[src/rtl/note_player.sv]
// note_player: fetches notes one at a time from the pattern source and times them in i_tick units.
// Build option NOTE_PLAYER_REST_EN: a latched pitch of 0 plays as a silent rest.
module note_player #(
   parameter int unsigned TICKS_PER_UNIT = 1,
   parameter int unsigned GAP_TICKS      = 1,
   parameter int unsigned WAIT_TIMEOUT   = 15
) (
   input  logic       i_clk,
   input  logic       i_rst,
   input  logic       i_enable,
   input  logic       i_tick,
   output logic       o_note_stb,
   input  logic       i_note_valid,
   input  logic [5:0] i_note_pitch,
   input  logic [4:0] i_note_len,
   input  logic [3:0] i_note_instrument,
   output logic       o_gate,
   output logic [5:0] o_pitch,
   output logic [3:0] o_instrument,
   output logic       o_note_start,
   output logic       o_timeout
);

   typedef enum logic [1:0] {StIdle, StRequest, StWait, StPlay} state_e;

   state_e      state_q, state_d;
   logic [15:0] remaining_q, remaining_d;
   logic [15:0] wait_cnt_q, wait_cnt_d;
   logic        tick_seen_q, tick_seen_d;
   logic [5:0]  pitch_q, pitch_d;
   logic [3:0]  instr_q, instr_d;
   logic        start_q, start_d;
   logic        timeout_q, timeout_d;

   logic [5:0]  len_units;
   logic [15:0] note_ticks;
   logic        is_rest;
   logic        incoming_rest;

   // A length field of 0 encodes the longest note, 32 units.
   assign len_units  = (i_note_len == 5'd0) ? 6'd32 : {1'b0, i_note_len};
   assign note_ticks = 16'(32'(len_units) * TICKS_PER_UNIT);

`ifdef NOTE_PLAYER_REST_EN
   assign is_rest       = (pitch_q == 6'd0);
   assign incoming_rest = (i_note_pitch == 6'd0);
`else
   assign is_rest       = 1'b0;
   assign incoming_rest = 1'b0;
`endif

   always_comb begin
      state_d     = state_q;
      remaining_d = remaining_q;
      wait_cnt_d  = wait_cnt_q;
      tick_seen_d = tick_seen_q;
      pitch_d     = pitch_q;
      instr_d     = instr_q;
      start_d     = 1'b0;
      timeout_d   = timeout_q;

      if (!i_enable) begin
         timeout_d = 1'b0;
      end

      case (state_q)
         StIdle: begin
            if (i_enable && !timeout_q) begin
               state_d = StRequest;
            end
         end
         StRequest: begin
            state_d    = StWait;
            wait_cnt_d = '0;
         end
         StWait: begin
            if (i_note_valid) begin
               pitch_d     = i_note_pitch;
               instr_d     = i_note_instrument;
               remaining_d = note_ticks;
               tick_seen_d = 1'b0;
               start_d     = !incoming_rest;
               state_d     = StPlay;
            end else begin
               wait_cnt_d = wait_cnt_q + 16'd1;
               if (32'(wait_cnt_q) + 32'd1 >= WAIT_TIMEOUT) begin
                  timeout_d = 1'b1;
                  state_d   = StIdle;
               end
            end
         end
         StPlay: begin
            if (i_tick) begin
               remaining_d = remaining_q - 16'd1;
               tick_seen_d = 1'b1;
               if (remaining_q == 16'd1) begin
                  state_d = i_enable ? StRequest : StIdle;
               end
            end
         end
         default: state_d = StIdle;
      endcase
   end

   always_ff @(posedge i_clk) begin
      if (i_rst) begin
         state_q     <= StIdle;
         remaining_q <= '0;
         wait_cnt_q  <= '0;
         tick_seen_q <= 1'b0;
         pitch_q     <= '0;
         instr_q     <= '0;
         start_q     <= 1'b0;
         timeout_q   <= 1'b0;
      end else begin
         state_q     <= state_d;
         remaining_q <= remaining_d;
         wait_cnt_q  <= wait_cnt_d;
         tick_seen_q <= tick_seen_d;
         pitch_q     <= pitch_d;
         instr_q     <= instr_d;
         start_q     <= start_d;
         timeout_q   <= timeout_d;
      end
   end

   // Gate holds until the first tick so notes shorter than the gap still sound.
   assign o_gate       = (state_q == StPlay) && !is_rest &&
                         (!tick_seen_q || (32'(remaining_q) > GAP_TICKS));
   assign o_note_stb   = (state_q == StRequest);
   assign o_pitch      = pitch_q;
   assign o_instrument = instr_q;
   assign o_note_start = start_q;
   assign o_timeout    = timeout_q;

endmodule

[config.mk]
export PLATFORM = sky130hd
export DESIGN_NAME = note_player
export DESIGN_NICKNAME = d
export VERILOG_FILES = /design/src/rtl/note_player.sv
export SDC_FILE = /design/constraint.sdc
export NUM_CORES = 1
export LEC_CHECK = 0
export CAP_MARGIN = 25
export CORE_UTILIZATION = 46
export CTS_BUF_LIST = sky130_fd_sc_hd__clkbuf_4 sky130_fd_sc_hd__clkbuf_8 sky130_fd_sc_hd__clkbuf_16
export CTS_CLUSTER_DIAMETER = 40
export DETAILED_ROUTE_END_ITERATION = 8
export PLACE_DENSITY_LB_ADDON = 0.15
export RECOVER_POWER = 50
export SLEW_MARGIN = 30
export SYNTH_ARGS = -nofsm -noshare
export SYNTH_HDL_FRONTEND = slang
export SYNTH_SLANG_ARGS = --single-unit
[constraint.sdc]
create_clock -name i_clk -period 3.83 [get_ports i_clk]
set_input_delay 0.9575 -clock i_clk [delete_from_list [all_inputs] [get_ports i_clk]]
set_output_delay 0.9575 -clock i_clk [all_outputs]
set_load 0.02 [all_outputs]
==> results of run 1 <==
## area by class of cell
cell class / instances / area share, %
sequential: 47 / 31.5
inverter: 8 / 1.00
multi-input combinational: 266 / 49.9
clock buffer: 8 / 3.47
tap: 70 / 2.93
timing repair buffer: 36 / 11.3
## sequential cells by signal (all words and copies together) (netlist names)
name / count
o_pitch: 6
remaining_q: 16
wait_cnt_q: 16
o_timeout: 1
tick_seen_q: 1
state_q: 2
o_note_start: 1
o_instrument: 4
## cells in the mapped netlist, types with 5 or more instances
cell,instances,area (um2)
sky130_fd_sc_hd__and3_1,5,31.3
sky130_fd_sc_hd__clkbuf_1,20,75.1
sky130_fd_sc_hd__inv_1,8,30.0
sky130_fd_sc_hd__nand3_1,14,70.1
sky130_fd_sc_hd__dfxtp_1,47,941
sky130_fd_sc_hd__a21oi_1,33,165
sky130_fd_sc_hd__nand2_1,52,195
sky130_fd_sc_hd__o21ai_0,12,60.1
sky130_fd_sc_hd__nor2_1,44,165
sky130_fd_sc_hd__nor3_1,14,70.1
sky130_fd_sc_hd__or4_1,9,67.6
sky130_fd_sc_hd__or3_1,6,37.5
sky130_fd_sc_hd__a311oi_1,6,52.6
## power groups by stage
stage / Clock, mW / Combinational (mW) / Sequential (mW)
finish: 0.340 / 0.145 / 0.513
floorplan: 0 / 0.0946 / 0.526
CTS: 0.346 / 0.149 / 0.513
global route: 0.367 / 0.162 / 0.516
detailed placement: 0 / 0.148 / 0.525
global placement: 0 / 0.147 / 0.524
## through the flow
step | hold slack [ns] | power, mW | setup WS [ns] | instances
after floorplan | 0.445 | 0.621 | 1.20 | 344
after global placement | 0.441 | 0.671 | 0.643 | 427
after detailed placement | 0.448 | 0.673 | 0.671 | 427
after CTS | 0.459 | 1.01 | 0.329 | 435
after global routing | 0.476 | 1.04 | 0.231 | 435
final | 0.453 | 0.998 | 0.309 | 435
## worst min-delay path by stage
stage,slack (ns),start,to
3_3_place_gp,0.44,o_pitch[0],o_pitch[0]
4_1_cts,0.46,o_pitch[4],o_pitch[4]
3_5_place_dp,0.45,o_pitch[0],o_pitch[0]
6_report,0.45,o_pitch[5],o_pitch[5]
2_1_floorplan,0.45,remaining_q[1],remaining_q[1]
5_1_grt,0.48,o_pitch[1],o_pitch[1]
## tightest hold or removal path: stages, from the launching register on
cell and delay, ns:
sky130_fd_sc_hd__dfxtp_1 0.31, sky130_fd_sc_hd__nand2_1 0.05, sky130_fd_sc_hd__a21oi_1 0.05
## per-layer routing
| layer | routed length (um) | vias up | share of wire (%) | track usage (%) |
|---|---|---|---|---|
| met2 | 2510 | 63 | 43 | 32.4 |
| met4 | 93 | 0 | 1.6 | 8.08 |
| met1 | 3030 | 1106 | 51 | 28.6 |
| met5 | 0 | - | 0 | 0 |
| li1 | - | 1266 | - | - |
| met3 | 261 | 8 | 4.4 | 4.67 |
## kinds of logic (layout without fill, tap and decap cells)
kind of cell / Yosys count / after routing / synth area share, %
DFF: 47 / 47 / 36.8
xor gates and xnor gates: 4 / 4 / 1.37
AOI/OAI and AO/OA: 81 / 81 / 19.4
adders and majority gates: 4 / 4 / 1.96
buffers and inverters: 31 / 52 / 4.94
and+or+nand+nor: 169 / 169 / 32.2
muxes: 8 / 8 / 3.47
==> flow_summary.html, run 1 <==
<table>
<tr><th>Metric</th><th>Value</th></tr>
<tr><th colspan="2">Outcome</th></tr>
<tr><td>Status</td><td>finished, final reports clean</td></tr>
<tr><th colspan="2">Clocking</th></tr>
<tr><td>CTS Root Cell</td><td>sky130_fd_sc_hd__clkbuf_8</td></tr>
<tr><td>Count of instances resized after the clock tree is built</td><td>0</td></tr>
<tr><td>Post-CTS setup buffers</td><td>0</td></tr>
<tr><td>Hold_buf cts</td><td>0</td></tr>
<tr><td>Clk sink count</td><td>47</td></tr>
<tr><td>Total CTS buffers</td><td>5</td></tr>
<tr><td>Clock transition at the register clock pins on the worst setup and hold paths after CTS</td><td>0.08 ns</td></tr>
<tr><td>TritonCTS clock tree</td><td>done</td></tr>
<tr><td>Clock insertion delay at the later pin of the skew report</td><td>roughly 0.30 ns</td></tr>
<tr><td>H-tree depth</td><td>2</td></tr>
<tr><td>Maximum root-to-sink buffer count</td><td>2</td></tr>
<tr><th colspan="2">Final layout</th></tr>
<tr><td>Number of fill cells</td><td>488</td></tr>
<tr><td>Count of antenna diodes in the layout</td><td>0</td></tr>
<tr><td>Most frequent cells in the layout</td><td>52 x sky130_fd_sc_hd__nand2_1, 47 x sky130_fd_sc_hd__dfxtp_1, 44 x sky130_fd_sc_hd__nor2_1</td></tr>
<tr><td>Proportion of layout cells with a drive suffix above 1</td><td>roughly 4.4%</td></tr>
<tr><td>Final-stage net count</td><td>388</td></tr>
<tr><td>Area growth syn-to-layout</td><td>16.9%</td></tr>
<tr><td>Most common cell after layout, fill and taps aside</td><td>sky130_fd_sc_hd__nand2_1</td></tr>
<tr><td>Multi-input logic area</td><td>around 0.0015 mm2</td></tr>
<tr><td>Final core utilization</td><td>57.1%</td></tr>
<tr><td>Post-route cell area</td><td>between 0.002 and 0.003 mm2</td></tr>
<tr><td>Area of all sequential standard cells</td><td>~940 um2</td></tr>
<tr><th colspan="2">Hold path</th></tr>
<tr><td>Hold Path Cell Cnt</td><td>2</td></tr>
<tr><td>Hold crit path type</td><td>flip-flop to flip-flop</td></tr>
<tr><th colspan="2">Power</th></tr>
<tr><td>Cell Int Power</td><td>between 0.7 and 0.8 mW</td></tr>
<tr><td>Leak Pwr</td><td>approximately 1.1 nW</td></tr>
<tr><td>Net switching component of the power</td><td>0.266 mW</td></tr>
<tr><td>Clock share of power</td><td>around 34%</td></tr>
<tr><td>PD cells</td><td>~330 mW/mm2</td></tr>
<tr><td>Combinational group share of total power</td><td>14.6%</td></tr>
<tr><td>Share of total power in sequential cells</td><td>approximately half</td></tr>
<tr><td>Switching fraction of total power</td><td>roughly a quarter</td></tr>
<tr><td>Peak supply drop</td><td>between 0.15 and 0.2 mV</td></tr>
<tr><th colspan="2">Setup path</th></tr>
<tr><td>Critical path capture point type</td><td>output port</td></tr>
<tr><td>Worst Path Required</td><td>2.87 ns</td></tr>
<tr><td>Top fanout value on the critical path</td><td>4</td></tr>
<tr><td>Startpoint-to-endpoint class of the critical path</td><td>flip-flop to output port</td></tr>
<tr><td>Launching element type of the critical path</td><td>flip-flop</td></tr>
<tr><td>Cell count of the worst reg-to-reg path</td><td>6</td></tr>
<tr><td>Max stage delay cell, worst path</td><td>sky130_fd_sc_hd__clkdlybuf4s50_1</td></tr>
<tr><td>Crit Reg-Reg Endpoint</td><td>o_timeout</td></tr>
<tr><td>Worst reg2reg startpoint</td><td>wait_cnt_q[5]</td></tr>
<tr><td>Critical path buffers and inverters</td><td>1</td></tr>
<tr><td>Worst setup startpoint</td><td>remaining_q[11]</td></tr>
<tr><td>Delay of the slowest critical-path stage</td><td>around 0.54 ns</td></tr>
<tr><td>FF-to-FF setup slack</td><td>approximately 1.2 ns</td></tr>
<tr><td>Arrival time of data at the critical path endpoint</td><td>approximately 2.6 ns</td></tr>
<tr><td>Series of cell instances along the critical path</td><td>or3_1, or2_1, or4_1, nor3_1, nor2_1, clkdlybuf4s50_1</td></tr>
<tr><td>Number of stages on the worst setup path</td><td>6</td></tr>
<tr><td>Top Family by Delay on Critical Path</td><td>simple AND/OR/NAND/NOR gates</td></tr>
<tr><td>Timing endpoint of the critical path</td><td>o_gate</td></tr>
<tr><th colspan="2">Logic synthesis</th></tr>
<tr><td>Synth async-reset ratio</td><td>0%</td></tr>
<tr><td>Most used flip-flop cell after synthesis</td><td>sky130_fd_sc_hd__dfxtp_1</td></tr>
<tr><td>Synth Area per Inst</td><td>roughly 7.4 um2</td></tr>
<tr><td>Cells after synthesis</td><td>~340</td></tr>
<tr><td>Count of flip-flops with a built-in enable after synthesis</td><td>0</td></tr>
<tr><td>Post-synthesis cell type count</td><td>50</td></tr>
<tr><td>Synth Register Bits</td><td>between 40 and 50</td></tr>
<tr><td>Net count of the mapped netlist</td><td>368</td></tr>
<tr><td>Synthesized cell area</td><td>between 0.002 and 0.003 mm2</td></tr>
<tr><td>Count of yosys warnings during synthesis</td><td>0</td></tr>
<tr><td>Sequential area share after synthesis</td><td>36.8%</td></tr>
<tr><th colspan="2">Floorplan</th></tr>
<tr><td>Area of the die</td><td>between 0.005 and 0.006 mm2</td></tr>
<tr><td>Placeable core region</td><td>approximately 0.0052 mm2</td></tr>
<tr><td>Placement Rows</td><td>26</td></tr>
<tr><td>Die outline width</td><td>about 77 um</td></tr>
<tr><td>Chip Height</td><td>76.6 um</td></tr>
<tr><td>Number of top-level pins</td><td>34</td></tr>
<tr><td>Starting utilization of the core area</td><td>around 49%</td></tr>
<tr><th colspan="2">STA</th></tr>
<tr><td>Fmax</td><td>around 280 MHz</td></tr>
<tr><td>Minimum clock period</td><td>3.52 ns</td></tr>
<tr><td>Final hold viol count</td><td>0</td></tr>
<tr><td>Worst setup skew after layout</td><td>approximately 0.0027 ns</td></tr>
<tr><td>Summed negative setup slack over all endpoints</td><td>0 ns</td></tr>
<tr><td>Rel. slew slack</td><td>10.2%</td></tr>
<tr><td>Transition at the pin with the smallest max-transition slack</td><td>roughly 1.3 ns</td></tr>
<tr><td>Final slew viol count</td><td>0</td></tr>
<tr><td>Setup repair after global routing missed its margin</td><td>false</td></tr>
<tr><td>Final setup viols</td><td>0</td></tr>
<tr><td>Final Cycle Share</td><td>roughly nine tenths</td></tr>
<tr><th colspan="2">Drt</th></tr>
<tr><td>Via density</td><td>about 5.6</td></tr>
<tr><td>Final ANT Viol Nets</td><td>0</td></tr>
<tr><td>Routed WL per cell</td><td>around 14 um</td></tr>
<tr><td>Count of routing violations after the opening detailed-route iteration</td><td>231</td></tr>
<tr><td>WL final</td><td>5.90 mm</td></tr>
<tr><td>Via count</td><td>2443</td></tr>
<tr><td>DR pass1 iterations</td><td>4</td></tr>
<tr><td>Number of design rule violations left after detail routing</td><td>0</td></tr>
<tr><th colspan="2">Placed design</th></tr>
<tr><td>Sum of net half-perimeters after detailed placement</td><td>a little over 4 mm</td></tr>
<tr><td>IO buf count</td><td>33</td></tr>
<tr><td>Placed cell area</td><td>0.00290 mm2</td></tr>
<tr><td>Weighted congestion at the end of routability-driven global placement</td><td>about 0.90</td></tr>
<tr><th colspan="2">Global routing</th></tr>
<tr><td>Global-route wire length before repair</td><td>9.99 mm</td></tr>
<tr><td>Initial antenna violation count</td><td>0</td></tr>
<tr><td>Vias in the first global route</td><td>around 2100</td></tr>
<tr><td>Pin count of the biggest net entering global routing</td><td>50</td></tr>
<tr><td>Total gr overflow</td><td>0</td></tr>
<tr><td>All-layer global routing usage</td><td>21.1%</td></tr>
<tr><th colspan="2">Run</th></tr>
<tr><td>Max-cap violation count</td><td>0</td></tr>
</table>
(Power assumes the default switching activity.)
==> inputs of run 2 (changes only) <==
--- a/config.mk
+++ b/config.mk
@@ -6,6 +6,7 @@
 export NUM_CORES = 1
 export LEC_CHECK = 0
 export CAP_MARGIN = 25
+export CORE_ASPECT_RATIO = 1.2
 export CORE_UTILIZATION = 46
 export CTS_BUF_LIST = sky130_fd_sc_hd__clkbuf_4 sky130_fd_sc_hd__clkbuf_8 sky130_fd_sc_hd__clkbuf_16
 export CTS_CLUSTER_DIAMETER = 40
==> run 2 against run 1 <==
Net effect:
- the run now ends with capacitance limit, slew limit left
- combinational power is essentially flat
- sequential power is essentially flat
- first-iteration DRC count shrank 36%
- worst setup slack gained 0.060 ns
- worst hold slack gained 0.0025 ns
- sequential share of layout area shrank 0.29 points
- global-route usage grew 0.44 points
- power grew 5.2%
- maximum frequency grew 1.7%
- cell count shrank 1.6%
- critical path type unchanged
- largest power group unchanged
==> flow_summary.html, run 2 (synthesis results as in run 1) <==
<table>
<tr><th>Metric</th><th>Value</th></tr>
<tr><th colspan="2">Final layout</th></tr>
<tr><td>Area growth syn-to-layout</td><td>17.9% (was 16.9%)</td></tr>
<tr><td>Post-route cell area</td><td>0.00302 mm2 (was 0.00299 mm2)</td></tr>
<tr><td>Final std cells w/o fill</td><td>428 (was 435)</td></tr>
<tr><td>Most frequent cells in the layout</td><td>52 x sky130_fd_sc_hd__nand2_1, 47 x sky130_fd_sc_hd__dfxtp_1, 44 x sky130_fd_sc_hd__nor2_1 (unchanged)</td></tr>
<tr><td>Final-stage net count</td><td>389 (was 388)</td></tr>
<tr><td>Most common cell after layout, fill and taps aside</td><td>sky130_fd_sc_hd__nand2_1 (unchanged)</td></tr>
<tr><td>Number of fill cells</td><td>512 (was 488)</td></tr>
<tr><td>Proportion of layout cells with a drive suffix above 1</td><td>5.19% (was 4.38%)</td></tr>
<tr><td>Count of antenna diodes in the layout</td><td>0 (unchanged)</td></tr>
<tr><th colspan="2">Setup path</th></tr>
<tr><td>Arrival time of data at the critical path endpoint</td><td>2.50 ns (was 2.56 ns)</td></tr>
<tr><td>Top fanout value on the critical path</td><td>4 (unchanged)</td></tr>
<tr><td>Startpoint-to-endpoint class of the critical path</td><td>flip-flop to output port (unchanged)</td></tr>
<tr><td>Cell count of the worst reg-to-reg path</td><td>7 (was 6)</td></tr>
<tr><td>Worst Path Required</td><td>2.87 ns (about the same)</td></tr>
<tr><td>Launching element type of the critical path</td><td>flip-flop (unchanged)</td></tr>
<tr><td>Critical path capture point type</td><td>output port (unchanged)</td></tr>
<tr><th colspan="2">Drt</th></tr>
<tr><td>DR pass1 iterations</td><td>4 (unchanged)</td></tr>
<tr><td>Via density</td><td>5.84 (was 5.62)</td></tr>
<tr><td>Final ANT Viol Nets</td><td>0 (unchanged)</td></tr>
<tr><td>WL final</td><td>5.97 mm (was 5.90 mm)</td></tr>
<tr><td>Via count</td><td>2498 (was 2443)</td></tr>
<tr><td>Count of routing violations after the opening detailed-route iteration</td><td>147 (was 231)</td></tr>
<tr><td>Number of design rule violations left after detail routing</td><td>0 (unchanged)</td></tr>
<tr><td>Routed WL per cell</td><td>14.0 um (was 13.6 um)</td></tr>
<tr><th colspan="2">STA</th></tr>
<tr><td>Summed negative setup slack over all endpoints</td><td>0 ns (unchanged)</td></tr>
<tr><td>Setup repair after global routing missed its margin</td><td>false (unchanged)</td></tr>
<tr><td>Final slew viol count</td><td>50 (was 0)</td></tr>
<tr><td>Worst setup skew after layout</td><td>0.00655 ns (was 0.00270 ns)</td></tr>
<tr><td>Final setup viols</td><td>0 (unchanged)</td></tr>
<tr><td>Final hold viol count</td><td>0 (unchanged)</td></tr>
<tr><td>Fmax</td><td>289 MHz (was 284 MHz)</td></tr>
<tr><td>Transition at the pin with the smallest max-transition slack</td><td>2.14 ns (was 1.35 ns)</td></tr>
<tr><td>Rel. slew slack</td><td>-42.7% (was 10.2%)</td></tr>
<tr><td>Minimum clock period</td><td>3.46 ns (was 3.52 ns)</td></tr>
<tr><td>Final Cycle Share</td><td>90.4% (was 91.9%)</td></tr>
<tr><td>Setup WS post-layout</td><td>0.368 ns (was 0.309 ns)</td></tr>
<tr><th colspan="2">Global routing</th></tr>
<tr><td>Vias in the first global route</td><td>2251 (was 2139)</td></tr>
<tr><td>Initial antenna violation count</td><td>0 (unchanged)</td></tr>
<tr><td>Global-route wire length before repair</td><td>10.4 mm (was 9.99 mm)</td></tr>
<tr><td>Total gr overflow</td><td>0 (unchanged)</td></tr>
<tr><td>All-layer global routing usage</td><td>21.5% (was 21.1%)</td></tr>
<tr><td>Pin count of the biggest net entering global routing</td><td>50 (unchanged)</td></tr>
<tr><th colspan="2">Outcome</th></tr>
<tr><td>Violations in the final reports</td><td>capacitance limit, slew limit</td></tr>
<tr><td>Status</td><td>complete, but fails checks (was finished, final reports clean)</td></tr>
<tr><th colspan="2">Power</th></tr>
<tr><td>PD cells</td><td>348 mW/mm2 (was 334 mW/mm2)</td></tr>
<tr><td>Peak supply drop</td><td>0.159 mV (was 0.167 mV)</td></tr>
<tr><td>Leak Pwr</td><td>1.09 nW (was 1.07 nW)</td></tr>
<tr><th colspan="2">Floorplan</th></tr>
<tr><td>Chip Height</td><td>83.7 um (was 76.6 um)</td></tr>
<tr><td>Starting utilization of the core area</td><td>48.0% (was 48.9%)</td></tr>
<tr><td>Area of the die</td><td>0.00587 mm2 (about the same)</td></tr>
<tr><td>Placement Rows</td><td>29 (was 26)</td></tr>
<tr><td>Placeable core region</td><td>0.00533 mm2 (was 0.00524 mm2)</td></tr>
<tr><td>Number of top-level pins</td><td>34 (unchanged)</td></tr>
<tr><td>Die outline width</td><td>70.1 um (was 76.6 um)</td></tr>
<tr><th colspan="2">Placed design</th></tr>
<tr><td>Pre-CTS setup slack</td><td>0.699 ns (was 0.671 ns)</td></tr>
<tr><td>Weighted congestion at the end of routability-driven global placement</td><td>0.915 (was 0.896)</td></tr>
<tr><td>Placed insts</td><td>420 (was 427)</td></tr>
<tr><td>IO buf count</td><td>33 (unchanged)</td></tr>
<tr><td>Placed cell area</td><td>0.00290 mm2 (about the same)</td></tr>
<tr><td>Sum of net half-perimeters after detailed placement</td><td>4.22 mm (was 4.07 mm)</td></tr>
<tr><th colspan="2">Clocking</th></tr>
<tr><td>Clock insertion delay at the later pin of the skew report</td><td>0.30 ns (about the same)</td></tr>
<tr><td>TritonCTS clock tree</td><td>done (unchanged)</td></tr>
<tr><td>Clk sink count</td><td>47 (unchanged)</td></tr>
<tr><td>Total CTS buffers</td><td>5 (unchanged)</td></tr>
<tr><td>Count of instances resized after the clock tree is built</td><td>0 (unchanged)</td></tr>
<tr><td>Clock transition at the register clock pins on the worst setup and hold paths after CTS</td><td>0.09 ns (was 0.08 ns)</td></tr>
<tr><td>Maximum root-to-sink buffer count</td><td>2 (unchanged)</td></tr>
<tr><td>CTS Root Cell</td><td>sky130_fd_sc_hd__clkbuf_8 (unchanged)</td></tr>
<tr><td>H-tree depth</td><td>2 (unchanged)</td></tr>
<tr><td>Hold_buf cts</td><td>0 (unchanged)</td></tr>
<tr><td>Post-CTS setup buffers</td><td>0 (unchanged)</td></tr>
<tr><th colspan="2">Hold path</th></tr>
<tr><td>Hold crit path type</td><td>flip-flop to flip-flop (unchanged)</td></tr>
<tr><td>Hold Path Cell Cnt</td><td>2 (unchanged)</td></tr>
<tr><th colspan="2">Run</th></tr>
<tr><td>Max-cap violation count</td><td>1 (was 0)</td></tr>
</table>
[run 2: stage by stage]
step	util (%)	hold slack, ns	power, mW
floorplan	-	0.445	0.621
global placement	54.4	0.441	0.673
detailed placement	54.4	0.446	0.674
CTS	56.7	0.461	1.07
global route	56.6	0.474	1.10
finish	56.6	0.455	1.05
[run 2: worst paths after layout]
check	slack [ns]	from	end
worst max-delay path	0.37	remaining_q[11]	o_gate
worst min-delay path	0.46	o_pitch[3]	o_pitch[3]
worst max register to register	1.18	wait_cnt_q[0]	o_timeout
worst min register to register	0.46	o_pitch[3]	o_pitch[3]
[run 2: per-layer routing]
metal	global-route usage, %	up-vias	routed length (um)
li1	-	1267	-
met2	38.3	41	2940
met4	6.91	0	106
met5	0	-	0
met3	3.26	10	236
met1	26.3	1180	2690
[run 2: layout make-up]
cell class / instances / area [um2] / area share (%)
tap: 62 / 77.6 / 2.57
multi-input combinational: 266 / 1490 / 49.4
clock buffer: 6 / 82.6 / 2.74
sequential: 47 / 941 / 31.2
inverter: 8 / 30.0 / 0.995
clock inverter: 2 / 38.8 / 1.28
timing repair buffer: 37 / 357 / 11.8
[run 2: where the power goes]
part / internal (mW) / switching (mW)
registers: 0.502 / 0.0119
logic: 0.0616 / 0.0855
clock network: 0.215 / 0.175
[run 2: worst max-delay path, stage by stage, from the launching register on]
cell                              delay (ns)
sky130_fd_sc_hd__dfxtp_1                0.34
sky130_fd_sc_hd__or3_1                  0.38
sky130_fd_sc_hd__or2_1                  0.24
sky130_fd_sc_hd__or4_1                  0.46
sky130_fd_sc_hd__nor3_1                 0.21
sky130_fd_sc_hd__nor2_1                 0.05
sky130_fd_sc_hd__clkdlybuf4s50_1        0.54
